$ cat config.mk
export PLATFORM = sky130hd
export DESIGN_NAME = stereo_pixel_fetcher
export DESIGN_NICKNAME = d
export VERILOG_FILES = /design/src/rtl/stereo_pixel_fetcher.sv
export SDC_FILE = /design/constraint.sdc
export NUM_CORES = 1
export LEC_CHECK = 0
export CELL_PAD_IN_SITES_DETAIL_PLACEMENT = 1
export CELL_PAD_IN_SITES_GLOBAL_PLACEMENT = 1
export CORE_MARGIN = 4
export CORE_UTILIZATION = 32
export CTS_BUF_LIST = sky130_fd_sc_hd__clkbuf_4 sky130_fd_sc_hd__clkbuf_8
export CTS_CLUSTER_SIZE = 14
export DETAILED_ROUTE_END_ITERATION = 12
export PLACE_DENSITY_LB_ADDON = 0.1
export REMOVE_ABC_BUFFERS = 1
export SLEW_MARGIN = 20
export SYNTH_ARGS = -nofsm -noshare
export SYNTH_HDL_FRONTEND = slang
export SYNTH_SLANG_ARGS = --single-unit
$ cat constraint.sdc
create_clock -name clk_in -period 4.6 [get_ports clk_in]
set_clock_uncertainty 0.1 [all_clocks]
set_input_delay 0.69 -clock clk_in [delete_from_list [all_inputs] [get_ports clk_in]]
set_output_delay 0.69 -clock clk_in [all_outputs]
set_load 0.01 [all_outputs]
$ cat src/rtl/stereo_pixel_fetcher.sv
// Stereo frame-scan read engine: raster-walks both frame-buffer BRAMs with a shared address and
// streams re-aligned (left, right, h, v) tuples over valid/ready. Optional macro: FETCH_OVERRUN_FLAG_EN.
module stereo_pixel_fetcher #(
  parameter int WIDTH       = 320,
  parameter int HEIGHT      = 240,
  parameter int ADDR_W      = 17,
  parameter int PIX_W       = 8,
  parameter int RAM_LATENCY = 2
) (
  input  logic                      clk_in,
  input  logic                      rst_in,
  input  logic                      new_frame_in,
  output logic [ADDR_W-1:0]         ram_addr_out,
  output logic                      ram_en_out,
  input  logic [PIX_W-1:0]          left_data_in,
  input  logic [PIX_W-1:0]          right_data_in,
  output logic [PIX_W-1:0]          pix_left_out,
  output logic [PIX_W-1:0]          pix_right_out,
  output logic [$clog2(WIDTH)-1:0]  hcount_out,
  output logic [$clog2(HEIGHT)-1:0] vcount_out,
  output logic                      valid_out,
  input  logic                      ready_in,
  output logic                      busy_out,
  output logic                      frame_done_out
`ifdef FETCH_OVERRUN_FLAG_EN
  ,
  output logic                      overrun_out
`endif
);

  localparam int DEPTH = RAM_LATENCY + 2;
  localparam int H_W   = $clog2(WIDTH);
  localparam int V_W   = $clog2(HEIGHT);
  localparam int P_W   = $clog2(DEPTH);
  localparam int C_W   = $clog2(DEPTH + 1);

  localparam logic [ADDR_W-1:0] A_LAST  = ADDR_W'(WIDTH * HEIGHT - 1);
  localparam logic [H_W-1:0]    H_LAST  = H_W'(WIDTH - 1);
  localparam logic [P_W-1:0]    P_LAST  = P_W'(DEPTH - 1);
  localparam logic [C_W-1:0]    DEPTH_C = C_W'(DEPTH);

  typedef enum logic [1:0] {IDLE, SCAN, DRAIN} state_t;

  typedef struct packed {
    logic [PIX_W-1:0] left;
    logic [PIX_W-1:0] right;
    logic [H_W-1:0]   h;
    logic [V_W-1:0]   v;
  } entry_t;

  state_t           state;
  logic [H_W-1:0]   scan_h;
  logic [V_W-1:0]   scan_v;
  // Reads issued but not yet handed downstream: in-flight pipe plus FIFO occupancy.
  logic [C_W-1:0]   used;
  logic [C_W-1:0]   used_next;

  logic             pipe_vld [RAM_LATENCY];
  logic [H_W-1:0]   pipe_h   [RAM_LATENCY];
  logic [V_W-1:0]   pipe_row [RAM_LATENCY];

  entry_t           fifo_mem [DEPTH];
  logic [P_W-1:0]   wr_ptr;
  logic [P_W-1:0]   rd_ptr;
  logic [C_W-1:0]   fifo_cnt;
  entry_t           head;

  logic             push;
  logic             pop;
  logic             start;
  logic             last_issue;
  logic             scan_next;

  function automatic logic [P_W-1:0] ptr_inc(input logic [P_W-1:0] p);
    return (p == P_LAST) ? '0 : p + 1'b1;
  endfunction

  assign head          = fifo_mem[rd_ptr];
  assign pix_left_out  = head.left;
  assign pix_right_out = head.right;
  assign hcount_out    = head.h;
  assign vcount_out    = head.v;
  assign valid_out     = (fifo_cnt != '0);
  assign busy_out      = (state != IDLE);

  always_comb begin
    // NOTE: every signal here is assigned on every path, so no latch can be inferred.
    pop        = valid_out & ready_in;
    push       = pipe_vld[RAM_LATENCY-1];
    start      = (state == IDLE) & new_frame_in;
    last_issue = ram_en_out & (ram_addr_out == A_LAST);
    used_next  = used + {{(C_W-1){1'b0}}, ram_en_out} - {{(C_W-1){1'b0}}, pop};
    scan_next  = start | ((state == SCAN) & ~last_issue);
  end

  always_ff @(posedge clk_in) begin
    if (rst_in) begin
      state          <= IDLE;
      ram_en_out     <= 1'b0;
      ram_addr_out   <= '0;
      scan_h         <= '0;
      scan_v         <= '0;
      used           <= '0;
      frame_done_out <= 1'b0;
      wr_ptr         <= '0;
      rd_ptr         <= '0;
      fifo_cnt       <= '0;
      for (int i = 0; i < RAM_LATENCY; i++) begin
        pipe_vld[i] <= 1'b0;
        pipe_h[i]   <= '0;
        pipe_row[i] <= '0;
      end
      // NOTE: the FIFO storage is cleared too so the head reads zero after reset, not stale pixels.
      for (int i = 0; i < DEPTH; i++) fifo_mem[i] <= '0;
    end else begin
      // NOTE: all state uses <= so every register samples pre-edge values regardless of statement order.
      ram_en_out     <= scan_next & (used_next < DEPTH_C);
      used           <= used_next;
      frame_done_out <= (state == DRAIN) & (used_next == '0) & ~frame_done_out;

      case (state)
        IDLE:    if (new_frame_in) state <= SCAN;
        SCAN:    if (last_issue) state <= DRAIN;
        DRAIN:   if (frame_done_out) state <= IDLE;
        default: state <= IDLE;
      endcase

      // Incremental raster walk; the last issue rewinds so the next frame starts clean.
      if (start || last_issue) begin
        ram_addr_out <= '0;
        scan_h       <= '0;
        scan_v       <= '0;
      end else if (ram_en_out) begin
        ram_addr_out <= ram_addr_out + 1'b1;
        if (scan_h == H_LAST) begin
          scan_h <= '0;
          scan_v <= scan_v + 1'b1;
        end else begin
          scan_h <= scan_h + 1'b1;
        end
      end

      pipe_vld[0] <= ram_en_out;
      pipe_h[0]   <= scan_h;
      pipe_row[0] <= scan_v;
      for (int i = 1; i < RAM_LATENCY; i++) begin
        pipe_vld[i] <= pipe_vld[i-1];
        pipe_h[i]   <= pipe_h[i-1];
        pipe_row[i] <= pipe_row[i-1];
      end

      if (push) begin
        fifo_mem[wr_ptr] <= '{left:  left_data_in,
                              right: right_data_in,
                              h:     pipe_h[RAM_LATENCY-1],
                              v:     pipe_row[RAM_LATENCY-1]};
        wr_ptr <= ptr_inc(wr_ptr);
      end
      if (pop) rd_ptr <= ptr_inc(rd_ptr);
      if (push && !pop)      fifo_cnt <= fifo_cnt + 1'b1;
      else if (!push && pop) fifo_cnt <= fifo_cnt - 1'b1;
    end
  end

`ifdef FETCH_OVERRUN_FLAG_EN
  always_ff @(posedge clk_in) begin
    if (rst_in || start)              overrun_out <= 1'b0;
    else if (new_frame_in && busy_out) overrun_out <= 1'b1;
  end
`endif

endmodule
==> run_results.csv, run 1 <==
group,metric,value,unit
run_status,status,"finished clean",
power_and_ir_drop,cellLeakagePower,3.81,nW
sta,max_clock_freq,282,MHz
grt,grt.total_usage,13.2,%
route,dr_total_vias,5288,
cts,cts_hold_buf,0,
cts,clock_latency,530,ps
cts,cts_setup_buffers,0,
route,routedWlPerCell,17.3,um
sta,relSlewSlack,31.8,%
route,dr.pass1.iters,4,
sta,rsz0062_at_grt,"false",
die,fp.dieH,175,um
cts,clockBufferDepth,3,
min_path,min_path_cells,1,
worst_setup_path,worstSetupPathType,"reg2out",
layout,diodes,0,
layout,design_area,0.0109,mm2
cts,clk_pin_slew,70,ps
worst_setup_path,cp_slowest_cell,"dfxtp_2",
route,drt_iter0_drc,220,
min_path,hold_start,"pipe_row[0][7]",
place,place_area,0.0101,mm2
min_path,min_path_type,"reg2reg",
layout,final_common_cell,"and2_1",
sta,hold_violations,0,
cts,numCtsBuffers,40,
sta,finalCritPeriodShare,77.1,%
route,drcViolationCount,0,
synth,synth_area_leaders,"edfxtp_1 44%, dfxtp_1 19%, and2_1 9.3%, mux4_2 8.3%, nor2b_1 2.5%",
sta,tightest_slew,1020,ps
synth,synth_cell_types,42,
synth,synth_top_cell_by_area,"edfxtp_1",
die,core_area,0.0272,mm2
synth,yosys_warnings,0,
grt,globalRoute.totalOverflow,0,
synth,syn_area,0.00893,mm2
synth,yosysTopAreaCellShare,44.4,%
worst_setup_path,reg2reg_depth,11,
worst_setup_path,cpPeakStageDelay,750,ps
sta,maxSlewViolCount,0,
power_and_ir_drop,total_power,0.00493,W
worst_setup_path,crit_chain,"buf_4, mux4_2, clkdlybuf4s50_1",
route,routed_wl,19900,um
worst_setup_path,cp_data_arrival_time,2750,ps
die,placementRows,60,
grt,grt_max_degree,39,
grt,antenna_found_initial,0,
synth,synth.avg_cell_area,13.6,um2
cts,cts_tree,"built",
cts,cts_resized,0,
die,dieArea,0.0306,mm2
cts,cts_root_buffer,"clkbuf_8",
grt,grt_pass1_wl,32300,um
cts,cts_sinks,218,
route,postRouteAntennaNets,0,
grt,grt_pass1_vias,5967,
layout,drive_gt1_share,17.2,%
layout,area_delta_synth_final,22.0,%
min_path,hold_end,"pipe_row[0][15]",
synth,ys_seq_area_share,63.7,%
run,drv_cap,0,
die,initial_core_util,32.9,%
worst_setup_path,cp-end-kind,"output pin",
worst_setup_path,timing.rr.end,"ram_en_out",
place,dp_hpwl,11700,um
worst_setup_path,r2r_slack,1880,ps
place,place.gp.congestion,0.702,
die,chipWidth,175,um
sta,setup_viol,0,
die,ios,74,
synth,syn_inst,656,
power_and_ir_drop,vdd_ir_drop_max,0.000140,V
power_and_ir_drop,power_density,452,mW/mm2
layout,final_net_count,776,
worst_setup_path,r2r-start,"fifo_cnt[0]",
synth,ys_seq_elements,218,
sta,fin_crit,3540,ps
sta,hold_ws,313,ps
place,numPortBuffers,73,
layout,mostFrequentLayoutCells,"133 x and2_1, 132 x edfxtp_1, 84 x dfxtp_1, 72 x clkdlybuf4s50_1, 48 x clkbuf_8",
worst_setup_path,worstPathMaxFanout,17,
worst_setup_path,critical_path_required,3810,ps
route,vias_per_cell,4.60,
sta,finalSetupTns,0,ps
worst_setup_path,start_kind,"flip-flop",
cts,htree_levels,2,
synth_stat cells:
library cell and n:
nand3_2 1, dfxtp_1 86, ha_1 8, nand3_1 7, or4_1 2, edfxtp_1 132
nand4b_1 2, nand2_1 17, nor2b_1 36, or2_2 6, xor2_1 8, nor3_1 12
a21oi_1 9, mux2i_1 5, nor3b_1 2, mux4_2 33, nand2b_1 2, clkbuf_1 25
nand4_1 10, fa_1 2, inv_1 13, o21ai_0 4, nor4_1 9, or3_1 5
and2_1 133, a31oi_1 1, nor2_1 43, nand4bb_1 1, xnor2_1 21, a21oi_2 1
o21ai_4 1, buf_2 4, a2111oi_0 1, a31o_2 2, or4_4 1, o32ai_1 1
or3b_2 2, nor4b_1 2, nor3_2 1, buf_6 3, a211oi_1 1, nand3_4 1
metrics by stage:
step | worst slack (ps) | std cells | util, %
floorplan | 1370 | 624 | -
finish | 1060 | 1150 | 40.1
detailed placement | 1510 | 1076 | 37.0
CTS | 949 | 1150 | 40.1
global route | 854 | 1150 | 40.1
global placement | 1550 | 1076 | 37.0
where the power goes:
group          leakage (nW)  total [W]  internal, W  switching, W
sequential             2.06    0.00227      0.00217     0.0000989
combinational          1.30   0.000790     0.000441      0.000348
clock                 0.444    0.00187      0.00108      0.000786
total                  3.81    0.00493      0.00369       0.00123
worst max path at each step:
stage / to / cells past startpoint
after floorplan: fifo_mem[2][0] / 3
after global placement: hcount_out[5] / 3
after detailed placement: ram_en_out / 11
after CTS: hcount_out[4] / 3
after global routing: hcount_out[4] / 3
final: hcount_out[4] / 3
worst max-delay path: cells and delay by family, from the launching register on:
kind                   cells  cell delay (ps)
flip-flops                 1              750
multiplexers               1              570
buffers and inverters      2              900
routing by layer:
| metal | global-route usage [%] | wire length, um | up-vias |
|---|---|---|---|
| met3 | 3.01 | 854 | 23 |
| met2 | 23.3 | 10000 | 122 |
| met4 | 3.99 | 292 | 0 |
| met1 | 16.2 | 8700 | 2631 |
| li1 | - | - | 2512 |
| met5 | 0 | 0 | - |
layout make-up:
cell class	count	area (um2)
Fill cell	2857	16300
Multi-Input combinational cell	393	3080
Clock buffer	65	788
Timing Repair Buffer	80	778
Tap cell	372	465
Sequential cell	218	5690
Clock inverter	9	46.3
Inverter	13	48.8
state kept, by name, summed over array words and instances, names as in the netlist, named ones only:
register / count
used: 3
frame_done_out: 1
ram_addr_out: 17
scan_h: 9
scan_v: 8
state: 2
rd_ptr: 2
fifo_mem: 132
pipe_h: 18
pipe_vld: 2
fifo_cnt: 3
wr_ptr: 2
pipe_row: 16
ram_en_out: 1
cells by family after synthesis:
group | Yosys count | share of synthesized area, %
compound gates | 21 | 1.56
xor+xnor | 29 | 2.84
fa+ha+maj | 10 | 1.57
buf+inv | 45 | 2.20
flops | 218 | 63.7
mux | 38 | 8.88
simple gates | 295 | 19.3
(Power assumes the default switching activity.)
==> inputs of run 2 (changes only) <==
- clock period: 4.6 -> 2.9 ns (I/O delays scaled with it)
==> run 2 against run 1 <==
Worst setup slack lost 890 ps. Global-route usage grew 0.46 points. Clock-buffer cell count shrank 2. Via count grew 2.4%. Critical endpoint is now hcount_out[8]. Register-to-register slack lost 1600 ps. Critical path type unchanged. Flip-flop and latch count is the same. First-iteration DRC count grew 12%. Routed wire length grew 3.1%. Clock power grew 61%.
==> run_results.csv, run 2 (synthesis gave the netlist of run 1 again) <==
group,metric,value,unit
place,numPortBuffers,73,
layout,final_common_cell,"and2_1",
worst_setup_path,worstPathMaxFanout,14,
cts,clockBufferDepth,3,
die,core_area,0.0272,mm2
sta,hold_ws,300,ps
route,wl_met1,8810,um
run_status,status,"finished clean",
grt,grt_pass1_wl,33400,um
place,place_area,0.0102,mm2
sta,maxSlewViolCount,0,
cts,cts_root_buffer,"clkbuf_8",
route,met2_length,10500,um
sta,fin_crit,2740,ps
power_and_ir_drop,total_power,0.00798,W
layout,area_delta_synth_final,24.2,%
route,vias_per_cell,4.66,
sta,max_clock_freq,365,MHz
layout,mostFrequentLayoutCells,"133 x and2_1, 132 x edfxtp_1, 84 x dfxtp_1, 72 x clkdlybuf4s50_1, 45 x clkbuf_8",
worst_setup_path,critical_path_required,2370,ps
layout,largest_register_ff_count,132,
layout,final_net_count,790,
grt,grt.total_usage,13.7,%
sta,rsz0062_at_grt,"false",
layout,stdcell_count,1162,
die,placementRows,60,
run,drv_cap,0,
grt,grt_max_degree,34,
worst_setup_path,crit_chain,"buf_12, mux4_2, clkdlybuf4s50_1",
layout,top_register,"fifo_mem",
worst_setup_path,cpPeakStageDelay,550,ps
place,dp.cells,1085,
power_and_ir_drop,power_density,720,mW/mm2
grt,antenna_found_initial,0,
layout,design_area,0.0111,mm2
place,dp_hpwl,12500,um
route,postRouteAntennaNets,0,
cts,cts_hold_buf,0,
place,place.gp.congestion,0.723,
cts,numCtsBuffers,40,
power_and_ir_drop,cellLeakagePower,3.91,nW
sta,hold_violations,0,
place,pre_cts_ws,90.3,ps
route,wl_met3,818,um
layout,fillCellCount,2850,
route,topRoutingLayerUsed,"met4",
route,drcViolationCount,0,
sta,tightest_slew,450,ps
worst_setup_path,cp-end-kind,"output pin",
die,initial_core_util,32.9,%
sta,setup_viol,0,
cts,htree_levels,2,
cts,cts_tree,"built",
worst_setup_path,r2r-start,"fifo_cnt[0]",
min_path,hold_start,"rst_in",
die,chipWidth,175,um
die,fp.dieH,175,um
worst_setup_path,start_kind,"flip-flop",
layout,reg.largest.list,"fifo_mem (132), pipe_h (18), ram_addr_out (17)",
die,dieArea,0.0306,mm2
power_and_ir_drop,vdd_ir_drop_max,0.000226,V
route,dr_total_vias,5413,
route,dr.pass1.iters,4,
route,drt_iter0_drc,247,
route,routed_wl,20500,um
layout,drive_gt1_share,18.9,%
route,routedWlPerCell,17.6,um
worst_setup_path,cp_slowest_cell,"mux4_2",
cts,clock_latency,520,ps
sta,finalCritPeriodShare,94.4,%
cts,clk_pin_slew,60,ps
sta,setup_ws,163,ps
layout,diodes,0,
worst_setup_path,worstSetupPathType,"reg2out",
sta,relSlewSlack,70.0,%
cts,cts_sinks,218,
die,ios,74,
min_path,min_path_type,"in2reg",
worst_setup_path,cp_data_arrival_time,2200,ps
grt,globalRoute.totalOverflow,0,
grt,grt_pass1_vias,6125,
## run 2: critical path, delay by kind of cell (launching register included)
kind,cells,cell delay (ps)
buffers and inverters,2,710
muxes,1,550
DFF,1,420
## run 2: report_power, final
part           switching (W)  total [W]  leakage (nW)  internal (W)
registers          0.0000997    0.00354          2.06       0.00344
clock network        0.00127    0.00302         0.448       0.00175
logic               0.000634    0.00142          1.40      0.000783
total                0.00200    0.00798          3.91       0.00598
## run 2: worst paths after layout
kind         slack [ps]  cells past startpoint         endpoint
max                 160                      3    hcount_out[8]
min                 300                      3   pipe_row[0][6]
max reg2reg         250                     11       ram_en_out
min reg2reg         300                      1  pipe_row[0][12]
## run 2: repair_timing
action                                  CTS  global route
endpoints found under the setup margin   27            15
resized for setup                         1             2
pin swaps                                 0             1
setup buffers                             0             5
## run 2: cell type report
class	instances	area, um2	share of cell area [%]
multi-input combinational	393	3070	27.7
sequential	218	5690	51.3
timing repair buffer	94	975	8.79
inverter	13	48.8	0.440
clock buffer	63	754	6.80
clock inverter	9	82.6	0.745
tap	372	465	4.20
## run 2: metrics by stage
stage | TNS (ps) | utilization [%]
floorplan | -4650 | -
global placement | 0 | 37.6
detailed placement | 0 | 37.6
CTS | 0 | 40.6
global route | 0 | 40.8
finish | 0 | 40.8
## run 2: metal layers
| layer | track usage [%] | vias up |
|---|---|---|
| met1 | 16.5 | 2749 |
| met3 | 3.14 | 31 |
| met5 | 0 | - |
| met2 | 24.5 | 99 |
| met4 | 4.06 | 0 |
| li1 | - | 2534 |
==> inputs of run 3 (changes only) <==
- CORE_MARGIN: 4 -> 10
==> run 3 against run 2 <==
Final area down 0.49%. Die area rose by 14%. Critical endpoint is now hcount_out[1]. Highest routed layer unchanged. Utilization fell by 0.86 points. Worst hold slack improved by 31 ps. Sequential share of layout area grew 0.25 points. Routed wire length is 1.4% higher. Clock power down 5%. Register-to-register slack worse by 20 ps. Fmax fell by 1.4%. Non-clock buffer count decreased by 1.
==> run_results.csv, run 3 (synthesis gave the netlist of run 1 again) <==
group,metric,value,unit
layout,stdcell_count,1165,
grt,grt_pass1_wl,33400,um
worst_setup_path,cp_data_arrival_time,2240,ps
grt,globalRoute.totalOverflow,0,
cts,cts_sinks,218,
worst_setup_path,worstPathMaxFanout,16,
power_and_ir_drop,cellLeakagePower,3.91,nW
min_path,min_path_type,"reg2reg",
worst_setup_path,reg2reg_depth,11,
worst_setup_path,cp-end-kind,"output pin",
layout,final_net_count,788,
cts,htree_levels,2,
worst_setup_path,worstSetupPathType,"reg2out",
run,drv_cap,0,
min_path,min_path_cells,1,
worst_setup_path,start_kind,"flip-flop",
die,dieArea,0.0350,mm2
worst_setup_path,r2r-start,"fifo_cnt[0]",
place,pre_cts_ws,113,ps
place,dp_hpwl,13000,um
layout,fillCellCount,2907,
min_path,hold_end,"pipe_vld[0][1]",
cts,clk_pin_slew,60,ps
worst_setup_path,r2r_slack,230,ps
place,place.gp.congestion,0.711,
layout,top_register,"fifo_mem",
route,dr_total_vias,5401,
die,initial_core_util,32.3,%
die,placementRows,61,
layout,design_area,0.0110,mm2
grt,antenna_found_initial,0,
sta,hold_ws,331,ps
cts,clock_latency,520,ps
layout,final_common_cell,"and2_1",
sta,fin_crit,2780,ps
cts,clockBufferDepth,3,
route,dr.pass1.iters,4,
layout,largest_register_ff_count,132,
sta,tightest_slew,427,ps
cts,cts_setup_buffers,0,
sta,max_clock_freq,360,MHz
min_path,hold_start,"pipe_vld[0][0]",
die,core_area,0.0276,mm2
layout,area_delta_synth_final,23.6,%
grt,grt_max_degree,34,
sta,rsz0062_at_grt,"true",
power_and_ir_drop,vdd_ir_drop_max,0.000257,V
worst_setup_path,crit_family,"buffers and inverters",
cts,cts_root_buffer,"clkbuf_8",
route,postRouteAntennaNets,0,
place,dp.cells,1095,
layout,drive_gt1_share,18.4,%
cts,cts_tree,"built",
grt,grt_pass1_vias,5909,
worst_setup_path,cp_slowest_cell,"mux4_2",
power_and_ir_drop,power_density,708,mW/mm2
sta,relSlewSlack,71.5,%
route,drt_iter0_drc,227,
run_status,status,"finished clean",
worst_setup_path,critical_path_required,2370,ps
sta,setup_ws,123,ps
sta,finalCritPeriodShare,95.8,%
worst_setup_path,timing.rr.end,"ram_en_out",
die,fp.dieH,187,um
route,routed_wl,20800,um
grt,grt.total_usage,11.9,%
worst_setup_path,path_buf_inv,2,
layout,diodes,0,
route,vias_per_cell,4.64,
cts,numCtsBuffers,39,
route,routedWlPerCell,17.8,um
worst_setup_path,crit_chain,"buf_12, mux4_2, clkdlybuf4s50_1",
layout,mostFrequentLayoutCells,"133 x and2_1, 132 x edfxtp_1, 84 x dfxtp_1, 69 x clkdlybuf4s50_1, 42 x nor2_1",
sta,setup_viol,0,
die,ios,74,
sta,finalSetupTns,0,ps
sta,maxSlewViolCount,0,
place,place_area,0.0102,mm2
worst_setup_path,cpPeakStageDelay,530,ps
place,numPortBuffers,73,
cts,cts_hold_buf,0,
die,chipWidth,187,um
sta,hold_violations,0,
route,drcViolationCount,0,
layout,reg.largest.list,"fifo_mem (132), pipe_h (18), ram_addr_out (17)",
-- run 3: cell types whose count changed in the layout (fill, tap and decap cells not counted), sizes merged --
cell,previous run,this run
buf,22,21
clkbuf,63,61
clkdlybuf4s50,72,69
clkinv,4,7
dlymetal6s2s,0,3
inv,16,13
-- run 3: stage by stage --
step / power [W] / util, %
after floorplan: 0.00433 / -
after global placement: 0.00499 / 37.0
after detailed placement: 0.00504 / 37.0
after CTS: 0.00799 / 39.9
after global routing: 0.00824 / 39.9
final: 0.00781 / 39.9
-- run 3: power by group --
part           internal (W)  total [W]  switching, W
clock               0.00165    0.00288       0.00122
sequential          0.00344    0.00354      0.000103
combinational      0.000753    0.00139      0.000639
-- run 3: timing repair --
| item | in CTS | in global routing |
|---|---|---|
| endpoints found under the setup margin | 24 | 5 |
| pin swaps | 0 | 1 |
| gates resized for setup | 2 | 5 |
-- run 3: worst max-delay path by stage --
stage | startpoint | depth (start not counted) | slack [ps] | to
5_1_grt | flip-flop | 3 | -0.2 | hcount_out[1]
3_3_place_gp | ready_in | 11 | 170 | ram_en_out
6_report | flip-flop | 3 | 120 | hcount_out[1]
4_1_cts | flip-flop | 3 | 10 | vcount_out[3]
3_5_place_dp | ready_in | 11 | 110 | ram_en_out
2_1_floorplan | rst_in | 3 | -80 | fifo_mem[2][0]
-- run 3: metal layers --
| layer | vias to the layer above | track usage [%] | routed length [um] |
|---|---|---|---|
| met3 | 37 | 3.47 | 1060 |
| met4 | 0 | 3.82 | 408 |
| met2 | 109 | 20.8 | 10500 |
| li1 | 2524 | - | - |
| met1 | 2731 | 13.7 | 8800 |
| met5 | - | 0 | 0 |
-- run 3: final cells by class --
type                    count  area (um2)  area share, %
multi-input cells         393        3070           27.8
clock buffers              61         714           6.47
flip-flops and latches    218        5690           51.6
well taps                 378         473           4.29
clock inverters             9        70.1          0.635
inverters                  13        48.8          0.442
repair buffers             93         966           8.75
-- run 3: worst reg2reg max path, delay by kind of cell, from the launching register on --
| kind | cells | cell delay (ps) |
|---|---|---|
| AND/OR/NAND/NOR | 3 | 660 |
| adder cells (fa/ha/maj) | 3 | 810 |
| flip-flops | 1 | 350 |
| buffers and inverters | 2 | 100 |
| XOR/XNOR | 2 | 410 |
| AO/OA/AOI/OAI | 1 | 150 |
